--- src/rtl/io_pkg.sv ---
// io_pkg: FSM encoding and IO register map shared by the arbiter and the peripheral block.
package io_pkg;

    typedef enum logic [1:0] {
        IDLE  = 2'd0,
        LOCK0 = 2'd1,
        LOCK1 = 2'd2
    } state_e;

    localparam logic [7:0] IO_CTRL   = 8'h00;
    localparam logic [7:0] IO_STATUS = 8'h01;
    localparam logic [7:0] IO_DATA   = 8'h02;
    localparam logic [7:0] IO_IRQ    = 8'h03;

    function automatic state_e lock_state(input logic m);
        return m ? LOCK1 : LOCK0;
    endfunction

endpackage

--- src/rtl/io_arb_rr.sv ---
// io_arb_rr: two-way round-robin pick; on a tie the master not granted last wins.
module io_arb_rr (
    input  logic [1:0] req_i,
    input  logic       last_i,
    output logic [1:0] gnt_o
);

    always_comb begin
        gnt_o[0] = req_i[0] & (~req_i[1] | last_i);
        gnt_o[1] = req_i[1] & (~req_i[0] | ~last_i);
    end

endmodule

--- src/rtl/io_arbiter.sv ---
// io_arbiter: two-master IO bus arbiter with round-robin ties, bounded lock ownership and pipelined reads.
module io_arbiter
    import io_pkg::*;
#(
    parameter int MAX_LOCK = 4
) (
    input  logic       clk,
    input  logic       rst,
    input  logic       m0_req,
    input  logic       m0_we,
    input  logic       m0_lock,
    input  logic [7:0] m0_addr,
    input  logic [7:0] m0_wdata,
    output logic       m0_gnt,
    output logic       m0_rvalid,
    output logic [7:0] m0_rdata,
    input  logic       m1_req,
    input  logic       m1_we,
    input  logic       m1_lock,
    input  logic [7:0] m1_addr,
    input  logic [7:0] m1_wdata,
    output logic       m1_gnt,
    output logic       m1_rvalid,
    output logic [7:0] m1_rdata,
    output logic [7:0] io_address,
    output logic [7:0] io_din,
    output logic       io_w_en,
    output logic       io_r_en,
    input  logic [7:0] io_dout
);

    localparam int CW = $clog2(MAX_LOCK + 1);
    localparam logic [CW-1:0] MAX_C = CW'(MAX_LOCK);

    state_e        state_q, state_d;
    logic [CW-1:0] lock_cnt_q, lock_cnt_d;
    logic          last_q;
    logic [1:0]    rvalid_q;
    logic [7:0]    rdata0_q, rdata1_q;

    logic [1:0] req, lock, we, elig, pick, gnt;
    logic       locked, own, cap, any, g;

    always_comb begin
        req    = {m1_req, m0_req};
        lock   = {m1_lock, m0_lock};
        we     = {m1_we, m0_we};
        locked = state_q != IDLE;
        own    = state_q == LOCK1;
        cap    = lock_cnt_q >= MAX_C;
        // The owner is exclusive until the cap; at the cap a waiting master takes over.
        elig   = !locked ? req
               : (req[own] && !cap) ? 2'b01 << own
               : req[~own] ? 2'b01 << ~own
               : req;
    end

    io_arb_rr u_rr (
        .req_i  (elig),
        .last_i (last_q),
        .gnt_o  (pick)
    );

    always_comb begin
        gnt        = rst ? 2'b00 : pick;
        any        = |gnt;
        g          = gnt[1];
        io_address = !any ? 8'h00 : g ? m1_addr : m0_addr;
        io_din     = !any ? 8'h00 : g ? m1_wdata : m0_wdata;
        io_w_en    = any & we[g];
        io_r_en    = any & ~we[g];
        state_d    = (any && lock[g]) ? lock_state(g) : IDLE;
        lock_cnt_d = !(any && lock[g]) ? '0
                   : !locked ? CW'(1)
                   : (g != own) ? '0
                   : cap ? lock_cnt_q
                   : lock_cnt_q + CW'(1);
    end

    always_ff @(posedge clk) begin
        if (rst) begin
            state_q    <= IDLE;
            lock_cnt_q <= '0;
            last_q     <= 1'b1;
            rvalid_q   <= 2'b00;
            rdata0_q   <= 8'h00;
            rdata1_q   <= 8'h00;
        end else begin
            state_q    <= state_d;
            lock_cnt_q <= lock_cnt_d;
            if (any) last_q <= g;
            rvalid_q   <= gnt & ~we;
            if (rvalid_q[0]) rdata0_q <= io_dout;
            if (rvalid_q[1]) rdata1_q <= io_dout;
        end
    end

    // Reset masks in-flight read returns so a read granted just before rst is dropped.
    always_comb begin
        m0_gnt    = gnt[0];
        m1_gnt    = gnt[1];
        m0_rvalid = rvalid_q[0] & ~rst;
        m1_rvalid = rvalid_q[1] & ~rst;
        m0_rdata  = rst ? 8'h00 : rvalid_q[0] ? io_dout : rdata0_q;
        m1_rdata  = rst ? 8'h00 : rvalid_q[1] ? io_dout : rdata1_q;
    end

endmodule

--- config.mk ---
export PLATFORM = sky130hd
export DESIGN_NAME = io_arbiter
export DESIGN_NICKNAME = d
export VERILOG_FILES = /design/src/rtl/io_pkg.sv /design/src/rtl/io_arb_rr.sv /design/src/rtl/io_arbiter.sv
export SDC_FILE = /design/constraint.sdc
export NUM_CORES = 1
export LEC_CHECK = 0
export ABC_AREA = 1
export BUFFER_PORTS_ARGS = -buffer_cell sky130_fd_sc_hd__buf_2
export CAP_MARGIN = 30
export CORE_ASPECT_RATIO = 1.4
export CORE_MARGIN = 8
export CORE_UTILIZATION = 38
export CTS_CLUSTER_SIZE = 12
export DETAILED_ROUTE_END_ITERATION = 10
export PLACE_DENSITY = 0.76
export SYNTH_ARGS = -nofsm -noshare
export SYNTH_HDL_FRONTEND = slang
export SYNTH_SLANG_ARGS = --single-unit
export TNS_END_PERCENT = 1
--- constraint.sdc ---
create_clock -name clk -period 1.6 [get_ports clk]
set_input_delay 0.32 -clock clk [delete_from_list [all_inputs] [get_ports clk]]
set_output_delay 0.32 -clock clk [all_outputs]
set_load 0.005 [all_outputs]
==> qor.txt, run 1 <==
Status -> finished, violations left
Failing checks -> negative setup slack
Worst VDD drop -> 0.000426 V
Lkg Pwr -> 1.25 nW
Max_slew headroom -> 85.6%
CTS Buf Count -> 3
Post-DP Area -> 1880 sq um
N_diodes -> 0
Comb pwr share -> 23.4%
Crit start category -> flop
Critical path required time -> 1.28 ns
Pwr dens -> 743 nW/um^2
Number of synthesized flops with an enable pin -> 0
Synthesis Warnings -> 0
Levels on crit path -> 13
Hold Startpoint -> m0_we
I/O pin count -> 86
Slowest cell on crit path -> dfxtp_2
Yosys cell types -> 26
Fin Clk Skew -> 0.00250 ns
Hold EP -> rvalid_q[0]
1st-iter DRT viols -> 31
Area grow syn2layout -> 54.1%
Most frequent cell after synthesis -> nand2_1
Total grt overflow -> 0
Switching power -> 0.000380 W
Int Pwr -> 0.00113 W
Die H -> 85.7 um
Share of the synthesized area in the top cell type -> 36.4%
Max-cap violations -> 0
WS Path Type -> reg2out
Syn_nets -> 251
Initial antenna violation count -> 0
Core footprint -> 3350 sq um
Design area -> 2030 sq um
Critical Path AT -> 1.66 ns
Clock sink total -> 24
CP Capture Type -> output pin
Max incr delay on CP -> 0.36 ns
Crit-path max FO -> 19
Syn_area_per_cell -> 6.56 sq um
Drt wl/cell -> 12.2 um
FILL cells -> 334
Routability Congestion -> 0.784
Register bit total from synthesis -> 24
Initial Util -> 39.4%
Dpl ws -> -0.219 ns
Buf/Inv on CP -> 5
Synth area leader -> dfxtp_1
Sequential cell area fraction in the yosys report -> 36.4%
Placed insts -> 336
Total Nets Final -> 353
Top post-synthesis cells by area -> dfxtp_1 (36%), nand2_1 (11%), nor2_1 (11%)
CTS clock-pin slew for the worst setup and hold paths -> 0.08 ns
Switching share of power -> 25.2%
Clock tree from TritonCTS -> yes
Post-route setup TNS -> -6.29 ns
Max Slew Vio Count -> 0
Vias in the first global route -> 1579
Global Route Usage Sum -> 14.9%
First-pass detailed-route iteration total -> 4
First-pass GRT wire length -> 6.84 mm
Prevailing post-synth register cell -> dfxtp_1
Row count -> 25
Post-synthesis cell area -> 1320 sq um
Ys async rst share -> 0%
Via count -> 1579
Register-to-register setup slack -> 0.12 ns
Final min period -> 1.98 ns
Largest net degree at the start of global routing -> 20
CTS hold repair buffers -> 0
Final setup vio count -> 20
Reg area -> 483 sq um
Vias/cell -> 4.62
Latest clock arrival within the worst-skew pair -> 0.26 ns
Die area -> 5640 sq um
Die width -> 65.8 um
Worst-path cell chain -> inv_2, nand2_2, nand2_2, nand2_2, buf_6, nand3_4, nor2_4, buf_12, nand2_1, nand2_2, o21ai_2, inv_1, buf_2
R2r startpoint -> state_q[0]
Final non-filler cell total -> 342
Final Cycle Share -> 124%
Final ANT Viol Nets -> 0
Sequential power share -> 42.0%
Layout cell share with drive strength beyond 1 -> 45.4%
Cells after Synth -> 201
Worst-Margin Slew -> 0.214 ns
CTS H-tree depth -> 1
Hold Crit Depth -> 2
Final Hold Viols -> 0
I/O Buffers -> 85
Area occupied by multi-input gates -> 716 sq um
R2R cell count -> 11
Detailed-route wire length -> 4.17 mm
RSZ-0062 raised after global routing -> true
DRC -> 0
Hold Path Class -> in2reg
Clock share of power -> 34.7%
Clock Tree Root -> clkbuf_8
CP most frequent cell -> nand2_2
Crit-path leading delay family -> simple AND/OR/NAND/NOR gates
Synth top cells by count -> nand2_1 (40), nor2_1 (37), inv_1 (25)
Fin worst setup slack -> -0.379 ns
Maximum clock frequency -> 0.505 GHz
Buffer depth of the longest clock path -> 2
R2r endpoint -> lock_cnt_q[1]
HPWL Detailed -> 3.41 mm
## power groups by stage
stage          Combinational [W]  Clock [W]  Sequential, W
6_report                0.000353   0.000524       0.000634
5_1_grt                 0.000397   0.000560       0.000637
4_1_cts                 0.000348   0.000536       0.000633
3_5_place_dp            0.000334          0       0.000647
3_3_place_gp            0.000331          0       0.000646
2_1_floorplan           0.000157          0       0.000646
## kinds of logic after synthesis
| group | count (synthesis) | synth area share (%) |
|---|---|---|
| xor gates and xnor gates | 1 | 0.664 |
| AOI/OAI and AO/OA | 37 | 14.4 |
| DFF | 24 | 36.4 |
| buffers and inverters | 37 | 12.7 |
| adders and majority gates | 2 | 1.90 |
| and+or+nand+nor | 100 | 33.9 |
## placed cells by master (no fill, tap or decap), drive strengths merged, types with 2 or more instances in the layout
cell	Yosys	layout
buf	6	104
nor3	2	2
a21oi	2	2
clkbuf	1	3
inv	28	28
nand3	8	8
nor2	42	42
dfxtp	24	24
nand2	45	45
o21ai	33	33
ha	2	2
clkinvlp	0	2
## repair_timing
item,CTS,global route
resized for setup,12,10
endpoints found under the hold margin,0,0
setup buffers,1,1
endpoints found under the setup margin,20,31
pin swaps,3,2
## metrics by stage
| stage | hold slack (ns) | utilization (%) | power, W |
|---|---|---|---|
| detailed placement | 0.491 | 56.1 | 0.000981 |
| CTS | 0.223 | 59.4 | 0.00152 |
| global placement | 0.488 | 56.1 | 0.000976 |
| floorplan | 0.392 | - | 0.000803 |
| finish | 0.236 | 60.7 | 0.00151 |
| global route | 0.232 | 60.7 | 0.00159 |
## layout make-up
type | count | area share, %
Multi-Input combinational cell | 140 | 35.2
Clock inverter | 1 | 1.48
Sequential cell | 24 | 23.8
Timing Repair Buffer | 104 | 29.1
Clock buffer | 3 | 2.03
Tap cell | 40 | 2.46
Inverter | 30 | 5.91
## how the worst max path moves through the flow
stage | start | endpoint
floorplan | lock_cnt_q[2] | io_w_en
global placement | m1_req | io_address[6]
detailed placement | state_q[0] | io_address[6]
CTS | lock_cnt_q[2] | io_address[6]
global route | state_q[0] | io_r_en
finish | state_q[0] | io_address[6]
## layer usage
| metal | global-route usage (%) | wire (um) |
|---|---|---|
| met1 | 14.5 | 1600 |
| met2 | 24.6 | 1870 |
| met5 | 0 | 0 |
| met4 | 6.97 | 99 |
| met3 | 8.60 | 608 |
## registers in the layout, summed over array words and instances, names as in the netlist
signal      flops
last_q          1
lock_cnt_q      3
rdata0_q        8
rdata1_q        8
rvalid_q        2
state_q         2
Power figures use the tool's default switching activity.
==> inputs of run 2 (changes only) <==
==> constraint.sdc (replaced) <==
create_clock -name clk -period 1.6 [get_ports clk]
set_input_delay 0.32 -clock clk [delete_from_list [all_inputs] [get_ports clk]]
set_output_delay 0.32 -clock clk [all_outputs]
set_load 0.1 [all_outputs]
==> qor.txt, run 2 (synthesis gave the netlist of run 1 again) <==
Register-to-register setup slack -> -0.30 ns (-0.42 ns)
Via count -> 1851 (+17%)
Die area -> 5640 sq um (unchanged)
Drt wl/cell -> 18.5 um (+52%)
Core footprint -> 3350 sq um (unchanged)
Critical Path Source -> lock_cnt_q[2]
I/O Buffers -> 85 (unchanged)
Crit start category -> flop
Post-DP Area -> 2560 sq um (+36%)
Design area -> 2850 sq um (+40%)
CP Capture Type -> output pin
1st-iter DRT viols -> 111 (+260%)
N_diodes -> 0 (unchanged)
Routability Congestion -> 0.787 (+0.48%)
Row count -> 25 (unchanged)
Die H -> 85.7 um (unchanged)
GRT busiest layer -> met2
Max_slew headroom -> 79.6% (-6.0 points)
Failing checks -> negative setup slack
CTS clock-pin slew for the worst setup and hold paths -> 0.09 ns (about the same)
Hold Path Class -> in2reg
Final setup vio count -> 36 (+80%)
Final Hold Viols -> 0 (unchanged)
Grt met2 use -> 29.2% (+4.6 points)
Final Cycle Share -> 156% (+33 points)
Fin worst setup slack -> -0.900 ns (-0.521 ns)
Status -> finished, violations left
Commonest cells after routing, fill and taps aside -> buf_2 (47), buf_12 (40), nand2_1 (24), nor2_1 (22), dfxtp_1 (20)
Total grt overflow -> 0 (unchanged)
Largest net degree at the start of global routing -> 19 (-5.0%)
CTS H-tree depth -> 1 (unchanged)
GR Util met3 -> 8.74% (+0.13 points)
CTS Buf Count -> 3 (unchanged)
First-pass GRT wire length -> 8.07 mm (+18%)
Max Slew Vio Count -> 0 (unchanged)
Maximum clock frequency -> 0.400 GHz (-21%)
Crit-path max FO -> 6 (-13)
Clock tree from TritonCTS -> yes
Critical Path AT -> 2.18 ns (+0.52 ns)
Die width -> 65.8 um (unchanged)
Lkg Pwr -> 1.45 nW (+16%)
HPWL Detailed -> 3.91 mm (+15%)
Critical path required time -> 1.28 ns (about the same)
Final ANT Viol Nets -> 0 (unchanged)
Clock sink total -> 24 (unchanged)
Vias in the first global route -> 1847 (+17%)
First-pass detailed-route iteration total -> 4 (unchanged)
I/O pin count -> 86 (unchanged)
Met1 usage -> 16.6% (+2.1 points)
Layout cell share with drive strength beyond 1 -> 60.5% (+15 points)
Post-route setup TNS -> -16.77 ns (-10.47 ns)
R2r startpoint -> lock_cnt_q[2]
R2r endpoint -> lock_cnt_q[2]
Hold Startpoint -> m1_we
WS Path Type -> reg2out
Final min period -> 2.50 ns (+0.521 ns)
Total Nets Final -> 360 (+2.0%)
Clock Tree Root -> clkbuf_8
Fin Clk Skew -> 0.00425 ns (+0.00175 ns)
Max-cap violations -> 0 (unchanged)
Most common cell after layout, fill and taps aside -> buf_2
Latest clock arrival within the worst-skew pair -> 0.28 ns (+0.02 ns)
Hold EP -> rvalid_q[1]
Buffer depth of the longest clock path -> 2 (unchanged)
R2R cell count -> 11 (unchanged)
Vias/cell -> 5.30 (+15%)
Regs by FF count -> rdata0_q (8), rdata1_q (8), lock_cnt_q (3)
RSZ-0062 raised after global routing -> true
Worst-Margin Slew -> 0.303 ns (+0.0897 ns)
Area grow syn2layout -> 116%
Initial antenna violation count -> 0 (unchanged)
Hold Crit Depth -> 2 (unchanged)
Detailed-route wire length -> 6.47 mm (+55%)
DRC -> 0 (unchanged)
Initial Util -> 39.4% (unchanged)
Global Route Usage Sum -> 17.7% (+2.7 points)
Pwr dens -> 815 nW/um^2 (+9.6%)
Worst VDD drop -> 0.000824 V (+93%)
run 2: changes by cell type in the layout (fill, tap and decap cells not counted), sizes merged:
cell / change
clkbuf: +2
clkinvlp: -2
buf: +5
clkinv: +2
run 2: worst max-delay path by stage:
stage,cells after the start,endpoint
5_1_grt,13,io_din[7]
3_3_place_gp,9,io_address[1]
2_1_floorplan,11,io_w_en
6_report,13,io_address[2]
4_1_cts,14,io_din[0]
3_5_place_dp,11,io_din[0]
run 2: repair_timing:
action                     4_1_cts  5_1_grt
hold buffers                     0        0
gates resized for setup         11       49
hold endpoints to repair         0        0
setup buffers                    0        2
pin swaps                        1        6
setup endpoints to repair       41       41
cloned                           0        3
run 2: cell type report:
cell class,count,area (sq um)
well taps,40,50.0
clock buffers,3,41.3
inverters,30,134
flip-flops and latches,24,490
clock inverters,1,30.0
multi-input cells,140,827
repair buffers,111,1270
fillers,148,500
run 2: layer usage:
layer	part of all wire [%]	vias up	wire length (um)
met3	10	21	659
li1	-	841	-
met4	4.0	0	260
met5	0	-	0
met2	51	126	3320
met1	35	863	2230
run 2: report_power, final:
group / internal, W / switching (W) / total, W
Clock: 0.000335 / 0.000213 / 0.000548
Combinational: 0.000402 / 0.000731 / 0.00113
Sequential: 0.000622 / 0.0000154 / 0.000637
run 2: critical path: stages, from the launching register on:
cell	delay, ns
dfxtp_4	0.40
nor2_4	0.06
nor2_2	0.09
nand2_2	0.09
buf_6	0.12
nand3_4	0.06
nand3_2	0.11
nor2_4	0.27
clkbuf_16	0.21
nand2_1	0.06
nand2_1	0.09
o21ai_2	0.08
inv_2	0.09
buf_12	0.17
run 2: per-stage QoR:
step	cells	util, %	total power, W	hold WS [ns]	worst slack, ns
floorplan	201	-	0.00126	0.392	-0.727
CTS	344	79.1	0.00222	0.214	-0.708
detailed placement	340	76.4	0.00169	0.515	-0.475
finish	349	85.0	0.00232	0.230	-0.900
global placement	340	76.4	0.00167	0.518	-0.398
global route	349	85.0	0.00238	0.228	-0.993
==> inputs of run 3 (changes only) <==
--- a/config.mk
+++ b/config.mk
@@ -6,6 +6,7 @@
 export NUM_CORES = 1
 export LEC_CHECK = 0
 export ABC_AREA = 1
+export ABC_CLOCK_PERIOD_IN_PS = 1600
 export BUFFER_PORTS_ARGS = -buffer_cell sky130_fd_sc_hd__buf_2
 export CAP_MARGIN = 30
 export CORE_ASPECT_RATIO = 1.4
==> constraint.sdc (replaced) <==
create_clock -name clk -period 1.6 [get_ports clk]
set_input_delay 0.32 -clock clk [delete_from_list [all_inputs] [get_ports clk]]
set_output_delay 0.32 -clock clk [all_outputs]
set_load 0.01 [all_outputs]
==> qor.txt, run 3 (synthesis gave the netlist of run 1 again) <==
Critical path required time -> 1.28 ns (about the same)
Routability Congestion -> 0.806 (+2.4%)
Final min period -> 2.00 ns (-0.504 ns)
FILL cells -> 297 (+100%)
Lkg Pwr -> 1.32 nW (-9.2%)
CTS clock-pin slew for the worst setup and hold paths -> 0.08 ns (about the same)
Detailed-route wire length -> 4.51 mm (-30%)
I/O pin count -> 86 (unchanged)
DRC -> 0 (unchanged)
Via count -> 1653 (-11%)
Maximum clock frequency -> 0.501 GHz (+25%)
Latest clock arrival within the worst-skew pair -> 0.26 ns (-0.02 ns)
RSZ-0062 raised after global routing -> true
Initial Util -> 39.4% (unchanged)
WS Path Type -> reg2out
Reg area -> 489 sq um (-0.26%)
CTS hold repair buffers -> 0 (unchanged)
Most common cell after layout, fill and taps aside -> buf_2
Hold Startpoint -> m0_we
Max_slew headroom -> 83.1% (+3.5 points)
CP Capture Type -> output pin
Row count -> 25 (unchanged)
Fin worst setup slack -> -0.396 ns (+0.504 ns)
Die H -> 85.7 um (unchanged)
Worst-Margin Slew -> 0.251 ns (-0.0520 ns)
First-pass detailed-route iteration total -> 4 (unchanged)
Vias in the first global route -> 1777 (-3.8%)
I/O Buffers -> 85 (unchanged)
1st-iter DRT viols -> 26 (-77%)
Pwr Total -> 0.00158 W (-32%)
Area occupied by multi-input gates -> 732 sq um (-11%)
Layout cell share with drive strength beyond 1 -> 49.2% (-11 points)
Commonest cells after routing, fill and taps aside -> buf_2 (78), nand2_1 (37), nor2_1 (35), inv_1 (25), buf_4 (25)
Crit-path max FO -> 11 (+5)
First-pass GRT wire length -> 7.13 mm (-12%)
Fin Clk Skew -> 0.00557 ns (+0.00132 ns)
Total Nets Final -> 364 (+1.1%)
Max incr delay on CP -> 0.37 ns (-0.03 ns)
Failing checks -> negative setup slack
Initial antenna violation count -> 0 (unchanged)
Worst VDD drop -> 0.000492 V (-40%)
Clock Tree Root -> clkbuf_8
Met1 usage -> 15.7% (-0.85 points)
Critical Path Source -> lock_cnt_q[2]
N_diodes -> 0 (unchanged)
Fin util -> 64.7% (-20 points)
Clock tree from TritonCTS -> yes
Global Route Usage Sum -> 15.4% (-2.3 points)
Die width -> 65.8 um (unchanged)
Regs by FF count -> rdata0_q (8), rdata1_q (8), lock_cnt_q (3)
Final Hold Viols -> 0 (unchanged)
Buffer depth of the longest clock path -> 2 (unchanged)
Die area -> 5640 sq um (unchanged)
Hold Path Class -> in2reg
Largest net degree at the start of global routing -> 15 (-4)
GR Util met3 -> 7.04% (-1.7 points)
CTS Buf Count -> 3 (unchanged)
Vias/cell -> 4.68 (-12%)
R2r startpoint -> state_q[0]
HPWL Detailed -> 3.37 mm (-14%)
Max Slew Vio Count -> 0 (unchanged)
Pwr dens -> 731 nW/um^2 (-10%)
CTS H-tree depth -> 1 (unchanged)
Crit start category -> flop
Area grow syn2layout -> 64.1%
Worst-path cell chain -> nor2_2, nor2_2, nand2_2, nand2_2, nor2_4, nand2_4, buf_6, o21ai_1, inv_1, buf_6
Final Cycle Share -> 125% (-32 points)
Final setup vio count -> 20 (-44%)
Placed insts -> 343 (+0.88%)
Clock sink total -> 24 (unchanged)
Drt wl/cell -> 12.8 um (-31%)
Status -> finished, violations left
Grt met2 use -> 26.7% (-2.5 points)
GRT busiest layer -> met2
Critical Path AT -> 1.68 ns (-0.50 ns)
Core footprint -> 3350 sq um (unchanged)
Max-cap violations -> 0 (unchanged)
Total grt overflow -> 0 (unchanged)
Final ANT Viol Nets -> 0 (unchanged)
Slowest cell on crit path -> dfxtp_4
Final non-filler cell total -> 353 (+1.1%)
## run 3: timing repair
action	in CTS	in global routing
endpoints found under the setup margin	24	39
pin swaps	6	2
resized for setup	23	14
cloned	1	0
setup buffers	3	2
## run 3: power by group
group | internal (W) | leakage (nW) | switching, W
Clock | 0.000334 | 0.0357 | 0.000188
Combinational | 0.000205 | 1.09 | 0.000220
Sequential | 0.000623 | 0.198 | 0.0000125
Total | 0.00116 | 1.32 | 0.000420
## run 3: per-stage QoR
stage          area (sq um)  hold slack (ns)  worst slack, ns  setup TNS, ns
2_1_floorplan          1320            0.392          -0.0239         -0.309
3_3_place_gp           1920            0.486           -0.235          -3.70
3_5_place_dp           1920            0.503           -0.244          -4.08
4_1_cts                2100            0.221           -0.383          -6.76
5_1_grt                2160            0.220           -0.511          -9.41
6_report               2160            0.221           -0.396          -6.55
## run 3: layer usage
metal | wire length (um) | vias up
met5 | 0 | -
met4 | 41 | 0
met3 | 510 | 4
met2 | 2140 | 75
met1 | 1820 | 719
li1 | - | 855
## run 3: worst max-delay path, delay by kind of cell (launching register included)
family / cells / cell delay (ns)
flops: 1 / 0.37
buf+inv: 3 / 0.35
simple gates: 6 / 0.54
compound gates: 1 / 0.16
## run 3: area by class of cell
cell class / count / share of cell area [%]
Clock buffer: 3 / 1.91
Multi-Input combinational cell: 141 / 33.8
Tap cell: 40 / 2.31
Sequential cell: 24 / 22.6
Timing Repair Buffer: 114 / 32.4
Clock inverter: 1 / 1.39
Inverter: 30 / 5.55
## run 3: path summary, 6_finish.rpt
path,to,slack [ns],cells after the start
worst min-delay path,rvalid_q[0],0.22,2
worst max-delay path,io_din[3],-0.40,10
worst min register to register,rdata1_q[1],0.52,2
worst max register to register,lock_cnt_q[2],0.01,12
